===== src/rtl/a_ref_pkg.sv =====
// Shared types and default sizing for the ring-oscillator delay calibrator.
// Holds the search FSM state encoding and the counter widths derived from the default parameters.
package a_ref_pkg;

  typedef enum logic [2:0] {
    ST_IDLE    = 3'd0,
    ST_SETTLE  = 3'd1,
    ST_MEASURE = 3'd2,
    ST_COMPARE = 3'd3,
    ST_FINAL   = 3'd4,
    ST_DONE    = 3'd5
  } state_t;

  localparam int DLY_W_DEF      = 9;
  localparam int CNT_W_DEF      = 12;
  localparam int WIN_CYC_DEF    = 256;
  localparam int SETTLE_CYC_DEF = 16;
  localparam int TOL_DEF        = 2;

  localparam int WIN_W_DEF    = $clog2(WIN_CYC_DEF);
  localparam int SETTLE_W_DEF = $clog2(SETTLE_CYC_DEF);

endpackage


===== src/rtl/a_osc_edge.sv =====
// Brings the asynchronous ring output into the i_clk domain and flags each rising edge.
// Produces a one-cycle pulse per rising edge of the ring output.
module a_osc_edge (
  input  logic i_clk,
  input  logic i_rstn,
  input  logic i_osc,
  output logic o_rise
);

  // sync_r[1:0] is the two-flop synchroniser, sync_r[2] holds the previous synchronised level
  logic [2:0] sync_r;

  // Synchroniser and edge-history shift register
  always_ff @(posedge i_clk or negedge i_rstn) begin
    if (!i_rstn) begin
      sync_r <= 3'b000;
    end else begin
      sync_r <= {sync_r[1:0], i_osc};
    end
  end

  assign o_rise = sync_r[1] & ~sync_r[2];

endmodule


===== src/rtl/a_ref_cal.sv =====
// Successive-approximation calibration of a ring-oscillator delay code.
// Each bit trial settles the ring, counts its edges over a fixed window and keeps the bit if the ring runs too fast.
module a_ref_cal
  import a_ref_pkg::*;
#(
  parameter int DLY_W      = DLY_W_DEF,
  parameter int CNT_W      = CNT_W_DEF,
  parameter int WIN_CYC    = WIN_CYC_DEF,
  parameter int SETTLE_CYC = SETTLE_CYC_DEF,
  parameter int TOL        = TOL_DEF
) (
  input  logic             i_clk,
  input  logic             i_rstn,
  input  logic             i_start,
  input  logic [CNT_W-1:0] i_target,
  input  logic             i_osc,
  output logic [DLY_W-1:0] o_dly_sel,
  output logic             o_mode,
  output logic             o_busy,
  output logic             o_done,
  output logic             o_lock,
  output logic [CNT_W-1:0] o_count
);

  localparam int BIT_W    = (DLY_W > 1) ? $clog2(DLY_W) : 1;
  localparam int SETTLE_W = (SETTLE_CYC > 1) ? $clog2(SETTLE_CYC) : 1;
  localparam int WIN_W    = (WIN_CYC > 1) ? $clog2(WIN_CYC) : 1;

  localparam logic [SETTLE_W-1:0] SETTLE_LAST = SETTLE_W'(SETTLE_CYC - 1);
  localparam logic [WIN_W-1:0]    WIN_LAST    = WIN_W'(WIN_CYC - 1);
  localparam logic [CNT_W-1:0]    CNT_MAX     = {CNT_W{1'b1}};
  localparam logic [CNT_W-1:0]    CNT_ONE     = CNT_W'(1'b1);
  localparam logic [CNT_W:0]      TOL_V       = (CNT_W + 1)'(TOL);
  localparam logic [DLY_W-1:0]    DLY_ONE     = DLY_W'(1'b1);
  localparam logic [DLY_W-1:0]    DLY_MSB     = DLY_ONE << (DLY_W - 1);
  localparam logic [BIT_W-1:0]    BIT_TOP     = BIT_W'(DLY_W - 1);
  localparam logic [BIT_W-1:0]    BIT_ONE     = BIT_W'(1'b1);

  state_t               state_r, state_s;
  logic [BIT_W-1:0]     bit_r;
  logic                 final_r;
  logic [CNT_W-1:0]     target_r;
  logic [SETTLE_W-1:0]  settle_cnt_r;
  logic [WIN_W-1:0]     win_cnt_r;
  logic [CNT_W-1:0]     edge_cnt_r;
  logic [DLY_W-1:0]     dly_sel_r;
  logic                 mode_r, busy_r, done_r, lock_r;
  logic [CNT_W-1:0]     count_r;

  logic                 rise_s, settle_end_s, win_end_s, keep_s, lock_s;
  logic [CNT_W:0]       cnt_x_s, tgt_x_s, diff_s;
  logic [BIT_W-1:0]     bit_dn_s;
  logic [DLY_W-1:0]     cur_mask_s, low_mask_s, dly_trial_s;

  a_osc_edge u_osc_edge (
    .i_clk  (i_clk),
    .i_rstn (i_rstn),
    .i_osc  (i_osc),
    .o_rise (rise_s)
  );

  assign settle_end_s = (settle_cnt_r == SETTLE_LAST);
  assign win_end_s    = (win_cnt_r == WIN_LAST);

  // A ring that is too fast needs more delay, so the trial bit survives; a tie prefers the shorter delay
  assign keep_s  = (edge_cnt_r > target_r);
  assign cnt_x_s = {1'b0, edge_cnt_r};
  assign tgt_x_s = {1'b0, target_r};
  assign diff_s  = (cnt_x_s >= tgt_x_s) ? (cnt_x_s - tgt_x_s) : (tgt_x_s - cnt_x_s);
  assign lock_s  = (diff_s <= TOL_V);

  assign bit_dn_s    = bit_r - BIT_ONE;
  assign cur_mask_s  = DLY_ONE << bit_r;
  assign low_mask_s  = (bit_r != {BIT_W{1'b0}}) ? (DLY_ONE << bit_dn_s) : {DLY_W{1'b0}};
  assign dly_trial_s = (keep_s ? dly_sel_r : (dly_sel_r & ~cur_mask_s)) | low_mask_s;

  // Search FSM state register
  always_ff @(posedge i_clk or negedge i_rstn) begin
    if (!i_rstn) begin
      state_r <= ST_IDLE;
    end else begin
      state_r <= state_s;
    end
  end

  // Search FSM next-state decode
  always_comb begin
    state_s = state_r;
    case (state_r)
      ST_IDLE, ST_DONE: begin
        if (i_start) state_s = ST_SETTLE;
        else         state_s = state_r;
      end
      ST_SETTLE: begin
        if (settle_end_s) state_s = ST_MEASURE;
        else              state_s = ST_SETTLE;
      end
      ST_MEASURE: begin
        if (win_end_s) state_s = final_r ? ST_FINAL : ST_COMPARE;
        else           state_s = ST_MEASURE;
      end
      ST_COMPARE: state_s = ST_SETTLE;
      ST_FINAL:   state_s = ST_DONE;
      default:    state_s = ST_IDLE;
    endcase
  end

  // Trial code, counters and registered outputs
  always_ff @(posedge i_clk or negedge i_rstn) begin
    if (!i_rstn) begin
      bit_r        <= {BIT_W{1'b0}};
      final_r      <= 1'b0;
      target_r     <= {CNT_W{1'b0}};
      settle_cnt_r <= {SETTLE_W{1'b0}};
      win_cnt_r    <= {WIN_W{1'b0}};
      edge_cnt_r   <= {CNT_W{1'b0}};
      dly_sel_r    <= {DLY_W{1'b0}};
      mode_r       <= 1'b0;
      busy_r       <= 1'b0;
      done_r       <= 1'b0;
      lock_r       <= 1'b0;
      count_r      <= {CNT_W{1'b0}};
    end else begin
      case (state_r)
        ST_IDLE, ST_DONE: begin
          if (i_start) begin
            target_r     <= i_target;
            dly_sel_r    <= DLY_MSB;
            bit_r        <= BIT_TOP;
            mode_r       <= 1'b1;
            final_r      <= 1'b0;
            lock_r       <= 1'b0;
            settle_cnt_r <= {SETTLE_W{1'b0}};
          end else begin
            dly_sel_r <= dly_sel_r;
          end
        end
        ST_SETTLE: begin
          settle_cnt_r <= settle_end_s ? {SETTLE_W{1'b0}} : (settle_cnt_r + SETTLE_W'(1'b1));
          win_cnt_r    <= {WIN_W{1'b0}};
          edge_cnt_r   <= {CNT_W{1'b0}};
        end
        ST_MEASURE: begin
          win_cnt_r <= win_cnt_r + WIN_W'(1'b1);
          if (rise_s && (edge_cnt_r != CNT_MAX)) edge_cnt_r <= edge_cnt_r + CNT_ONE;
          else                                   edge_cnt_r <= edge_cnt_r;
        end
        ST_COMPARE: begin
          count_r      <= edge_cnt_r;
          dly_sel_r    <= dly_trial_s;
          settle_cnt_r <= {SETTLE_W{1'b0}};
          if (bit_r != {BIT_W{1'b0}}) begin
            bit_r <= bit_dn_s;
          end else begin
            final_r <= 1'b1;
          end
        end
        ST_FINAL: begin
          count_r <= edge_cnt_r;
          lock_r  <= lock_s;
        end
        default: begin
          final_r <= 1'b0;
        end
      endcase
      busy_r <= (state_s != ST_IDLE) && (state_s != ST_DONE);
      done_r <= (state_s == ST_DONE);
    end
  end

  assign o_dly_sel = dly_sel_r;
  assign o_mode    = mode_r;
  assign o_busy    = busy_r;
  assign o_done    = done_r;
  assign o_lock    = lock_r;
  assign o_count   = count_r;

endmodule


===== config.mk =====
export PLATFORM = sky130hd
export DESIGN_NAME = a_ref_cal
export DESIGN_NICKNAME = d
export VERILOG_FILES = /design/src/rtl/a_ref_pkg.sv /design/src/rtl/a_osc_edge.sv /design/src/rtl/a_ref_cal.sv
export SDC_FILE = /design/constraint.sdc
export NUM_CORES = 1
export LEC_CHECK = 0
export CAP_MARGIN = 20
export CORE_MARGIN = 4
export CORE_UTILIZATION = 45
export DETAILED_ROUTE_END_ITERATION = 10
export GPL_ROUTABILITY_DRIVEN = 0
export PLACE_DENSITY = 0.7
export SLEW_MARGIN = 20
export SYNTH_ARGS = -nofsm -noshare
export SYNTH_HDL_FRONTEND = slang
export SYNTH_HIERARCHICAL = 1
export SYNTH_SLANG_ARGS = --single-unit

===== constraint.sdc =====
create_clock -name i_clk -period 2.65 [get_ports i_clk]
set_input_delay 0.265 -clock i_clk [delete_from_list [all_inputs] [get_ports i_clk]]
set_output_delay 0.265 -clock i_clk [all_outputs]
set_load 0.005 [all_outputs]

# --- After elaboration in Yosys (flattened, before gate mapping) ---
# Cells that the tools add are included.
word_totals:
  out_inout_bits: 25
  in_bits: 16
  register_bits: 72
  wordCells: 87
op_classes:
  bitwise: 6
  muxes: 23
  magnitude_cmp: 3
  add_sub_neg: 6
  n_reduce_logical: 19
  shifts: 2
  eq_ne: 14
op_table:
  columns: ["cell", "count"]
  rows:
  - ["two-way mux 9 bit", 3]
  - ["subtractor 12 x 12 -> 13 bit", 2]
  - ["case mux 12 bit (2 select lines)", 1]
  - ["case mux 9 bit (2 select lines)", 1]
  - ["<< shifter 1 x 4 -> 9 bit, first input constant", 2]
  - ["two-way mux 4 bit", 4]
  - ["case mux 8 bit (2 select lines)", 1]
  - ["case mux 3 bit (5 select lines)", 1]
  - ["less-or-equal comparator 13 x 2 -> 1 bit, second input constant", 1]
  - ["two-way mux 13 bit", 1]
  - ["adder 12 x 1 -> 12 bit, second input constant", 1]
  - ["greater-or-equal comparator 12 bit", 1]
  - ["greater-than comparator 12 bit", 1]
  - ["two-way mux 12 bit", 1]
  - ["!= test 12 bit, second input constant", 1]
  - ["case mux 4 bit (3 select lines)", 1]
  - ["AND reduction 2 bit", 5]
  - ["AND 9 bit", 1]
  - ["== test 3 bit, second input constant", 3]
  - ["two-way mux 3 bit", 3]
  - ["NOT 9 bit", 1]
  - ["bitwise OR 9 bit", 1]
  - ["adder 8 x 1 -> 8 bit, second input constant", 1]
  - ["== test 8 bit, second input constant", 1]
  - ["other kinds (22)", 34]

# --- Logic depth before layout (Yosys ltp) ---
depth:
  ltp_word: 6
  ltp_mapped: 12
  ltp_nobuf: 12

# --- Modules after synthesis ---
# Netlist, hierarchy kept.
by_module_without_submodules:
  columns: ["module", "cells_each", "area_each_um2", "instances"]
  rows:
  - ["a_ref_cal", 518, 4473.0, 1]
  - ["a_osc_edge", 4, 88.8, 1]

# --- Least setup slack after synthesis ---
# OpenSTA, ideal clock, no wires.
synth_path:
  path_kind: "reg-to-reg"
  startpoint: "register edge_cnt_r[0]"
  endpoint: "register lock_r, in the netlist o_lock"
  required_time_ns: 2.558
  path_stages_with_launch: 13
  slack_ns: 0.085
  period_less_slack_ns: 2.565
  arrival_time_ns: 2.473
  path_cell_list: "dfrtp_1 -> inv_1 -> ha_1 -> inv_1 -> fa_1 -> a21o_1 -> a21oi_1 -> nand2b_1 -> a31oi_1 -> or2_1 -> a2111oi_2 -> nor3_1 -> o31ai_2"
synth_between:
  elab_chain_cells: 4
  elab_cells_between_ends: 6
  cone_classes: "add/sub: 2; order compare: 2; mux: 2"
synth_rtl:
  columns: ["item", "line_no", "text"]
  rows:
  - ["from (decl)", "a_ref_cal.sv:45", "logic [CNT_W-1:0] edge_cnt_r;"]
  - ["from (signal assigned)", "a_ref_cal.sv:116", "edge_cnt_r <= {CNT_W{1'b0}};"]
  - ["from (signal assigned)", "a_ref_cal.sv:141", "edge_cnt_r <= {CNT_W{1'b0}};"]
  - ["from (signal assigned)", "a_ref_cal.sv:145", "if (rise_s && (edge_cnt_r != CNT_MAX)) edge_cnt_r <= edge_cnt_r + CNT_ONE;"]
  - ["subtractor 12 x 12 -> 13 bit or greater-or-equal comparator 12 bit (tied branches)", "a_ref_cal.sv:69", "assign diff_s = (cnt_x_s >= tgt_x_s) ? (cnt_x_s - tgt_x_s) : (tgt_x_s - cnt_x_s);"]
  - ["two-way mux 13 bit *", "a_ref_cal.sv:69", null]
  - ["less-or-equal comparator 13 x 2 -> 1 bit *", "a_ref_cal.sv:70", "assign lock_s = (diff_s <= TOL_V);"]
  - ["case mux 1 bit (2 select lines) *", "a_ref_cal.sv:124", "case (state_r)"]
  - ["to (signal assigned)", "a_ref_cal.sv:160", "lock_r <= lock_s;"]
  - ["to (decl)", "a_ref_cal.sv:47", "logic mode_r, busy_r, done_r, lock_r;"]
# Every way passes the cells marked *; elsewhere a longest branch is shown, timed or not.
# A chain may end at the register's enable or synchronous reset.

# --- Worst setup path after layout ---
layout_path:
  startpoint: "register target_r[0]"
  endpoint: "register lock_r, in the netlist o_lock"
layout_between:
  elab_chain_cells: 4
  elab_cells_between_ends: 6
  cone_classes: "add/sub: 2; order compare: 2; mux: 2"
layout_rtl:
  columns: ["item", "line_no", "text"]
  rows:
  - ["from (decl)", "a_ref_cal.sv:42", "logic [CNT_W-1:0] target_r;"]
  - ["from (signal assigned)", "a_ref_cal.sv:113", "target_r <= {CNT_W{1'b0}};"]
  - ["from (signal assigned)", "a_ref_cal.sv:127", "target_r <= i_target;"]
  - ["subtractor 12 x 12 -> 13 bit or greater-or-equal comparator 12 bit (tied branches)", "a_ref_cal.sv:69", null]
  - ["two-way mux 13 bit *", "a_ref_cal.sv:69", null]
  - ["less-or-equal comparator 13 x 2 -> 1 bit *", "a_ref_cal.sv:70", null]
  - ["case mux 1 bit (2 select lines) *", "a_ref_cal.sv:124", null]
# Marks and branches as above.

==> results.md <==
* Minimum clock period at 2.61 ns
* Worst hold-check path type: in2reg
* H-tree Lvls at 3
* IO buf count at 40
* RSZ-0062 raised after global routing: true
* Status: finished, final reports clean
* Tot Pwr at 5.02 mW
* Clk buf depth at 2
* Layout cell share with drive strength beyond 1 at 11.5%
* Nets at 631
* Ant. Diodes at 0
* Yosys reg bits at 72
* Synthesized instance count at 522
* Clock buffer count from CTS at 9
* Syn_nets at 574
* Final wirelength at 11.1 mm
* Final HPWL DP at 8.21 mm
* FF-to-FF setup slack at 0.04 ns
* Fin. Hold Viols at 0
* DRC Markers at 0
* Die area at 11800 um^2
* Vias at 4026
* R2r startpoint: target_r[0]
* Ys flop type: dfrtp_1
* Final core occ at 56.4%
* Post-Route Setup TNS at 0 ns
* Setup violations, final at 0
* Max-cap viol count at 0
* Hold Crit Start: i_osc
* Skew-Pair Late Insertion Delay at 0.35 ns
* Avg Inst Size Synth at 8.74 um^2
* Post-DR vias/cell at 5.62
* Lkg Pwr at 2.42 nW
* Antenna-violating nets left at 0
* Final instance area at 5540 um^2
* Crit path DAT at 2.88 ns
* Core Area at 9820 um^2
* Area Growth Syn to Fin at 21.4%
* Sequential fraction of the synthesis area at 39.5%
* Clock slew at reported path FFs at 0.08 ns
* Final worst slack at 0.0396 ns
* Reg2reg end: o_lock
* Yosys top cell area share at 39.5%
* CP endpoint kind: register
* Die W at 109 um
* All-Layer GR Usage at 20.1%
* Worst slack, placed at -0.0319 ns
* Vias in the first global route at 3942
* Count of unique library cells instantiated by Yosys at 58
* Die Y at 109 um
* Setup Skew at 0.0102 ns
* Total grt overflow at 0
* Most frequent cells in the layout: dfrtp_1 (72), nand2_1 (63), o21ai_0 (60), clkdlybuf4s50_1 (39), inv_1 (38)
* CTS sink count at 72
* Pre-Repair DR Iteration Count at 4
* Worst-margin pin slew at 0.402 ns
* Leading area contributor after synthesis: dfrtp_1
* Worst-path maximum fanout at 4
* CP startpoint: target_r[0]
* Post-synth EDFFs at 0
* Largest net degree at the start of global routing at 73
* Root Buffer: clkbuf_8
* Synth warnings at 6
* Initial DRC count at 265
* Hold Path Cell Cnt at 1
* Max_slew headroom at 73.2%
* WL/cell at 15.5 um
* Placed inst area at 5220 um^2
* Register-to-Register Path Depth at 11
* Max-slew violation count at 0
* Synthesized area at 4560 um^2
* Hold EP: u_osc_edge/sync_r[0]
* Initial antenna violation count at 0
* Fmax at 383 MHz
* Top cells by area, synth: dfrtp_1 (39%), ha_1 (9.3%), o21ai_0 (6.8%), nand2_1 (5.2%), a21oi_1 (3.4%)
* Worst setup SP type: register
* Starting Density at 46.5%
* CP required at 2.92 ns
* Crit path kind: reg2reg
* CTS tree: built
* Most common cell after layout, fill and taps aside: dfrtp_1
* Post-synth ARST share at 100%
* Pwr Density at 906 nW/um^2
* Tcrit/Tclk final at 98.5%
* Top-Level Pins at 41
* Global-route wire length before repair at 19.0 mm
* Worst vdd ir at 0.369 mV
* # rows at 36
-- registers in the layout, summed over array words and instances (netlist names) --
register and count:
o_count 12, o_busy 1, o_dly_sel 9, win_cnt_r 8, o_mode 1, settle_cnt_r 4, final_r 1, o_done 1
o_lock 1, target_r 12, edge_cnt_r 12, bit_r 4, u_osc_edge/sync_r 3, state_r 3
-- timing repair --
action | in CTS | in global routing
setup buffers | 1 | 1
pin swaps | 1 | 3
endpoints found under the setup margin | 1 | 7
hold buffers | 1 | 0
hold endpoints to repair | 72 | 0
gates resized for setup | 5 | 9
-- final cells by class --
cell class | instances | area (um^2)
Fill cell | 902 | 4280
Multi-Input combinational cell | 388 | 2550
Sequential cell | 72 | 1800
Timing Repair Buffer | 70 | 636
Tap cell | 133 | 166
Inverter | 38 | 143
Clock buffer | 11 | 141
Clock inverter | 5 | 104
-- metal layers --
layer / part of all wire (%) / track usage, %
met5: 0 / 0
met4: 1.6 / 6.40
met3: 4.2 / 3.79
met2: 47 / 31.6
met1: 47 / 28.1
-- cells in the mapped netlist (all sizes together), types with 4 or more instances --
| cell type | instances |
|---|---|
| a21o | 9 |
| a21oi | 31 |
| a31oi | 6 |
| a32o | 5 |
| and2 | 4 |
| and3 | 4 |
| buf | 13 |
| clkbuf | 11 |
| dfrtp | 72 |
| ha | 34 |
| inv | 38 |
| mux2i | 4 |
| nand2 | 63 |
| nand2b | 6 |
| nand3 | 23 |
| nand4 | 13 |
| nor2 | 36 |
| nor3 | 10 |
| o211ai | 4 |
| o21ai | 63 |
| o22ai | 4 |
| o31ai | 4 |
| or2 | 5 |
| xnor2 | 17 |
-- worst max-delay path: stages, from the launching register on --
cell	delay, ns
dfrtp_1	0.39
inv_1	0.08
ha_1	0.17
inv_1	0.06
fa_2	0.37
a21o_1	0.18
a21oi_2	0.17
o21ai_0	0.11
a211oi_1	0.29
nand4_1	0.13
o32a_1	0.35
o31ai_2	0.22
-- through the flow --
step / hold slack (ns) / cells
finish: 0.339 / 717
detailed placement: 0.326 / 698
CTS: 0.328 / 716
global route: 0.323 / 717
global placement: 0.321 / 698
floorplan: -0.0306 / 522
-- worst max path at each step --
stage | slack [ns] | to
after floorplan | 0.09 | o_lock
after global placement | 0.04 | o_lock
after CTS | 0.008 | o_lock
after detailed placement | -0.03 | o_lock
after global routing | -0.16 | o_lock
final | 0.04 | o_lock
-- where the power goes --
group	total, mW	internal (mW)	leakage (nW)	switching (mW)
registers	1.44	1.28	0.943	0.161
clock network	1.09	0.652	0.124	0.433
logic	2.49	1.07	1.35	1.42
total	5.02	3.00	2.42	2.02
-- cells by family (layout without fill, tap and decap cells) --
logic type                 after synthesis  after routing  share of synthesized area, %
muxes                                    4              4                         0.878
buffers and inverters                   62            124                          5.98
AOI/OAI and AO/OA                      147            147                          20.3
adders and majority gates               36             36                          10.2
and+or+nand+nor                        181            181                          19.3
xor gates and xnor gates                20             20                          3.84
DFF                                     72             72                          39.5
(Power assumes the default switching activity.)
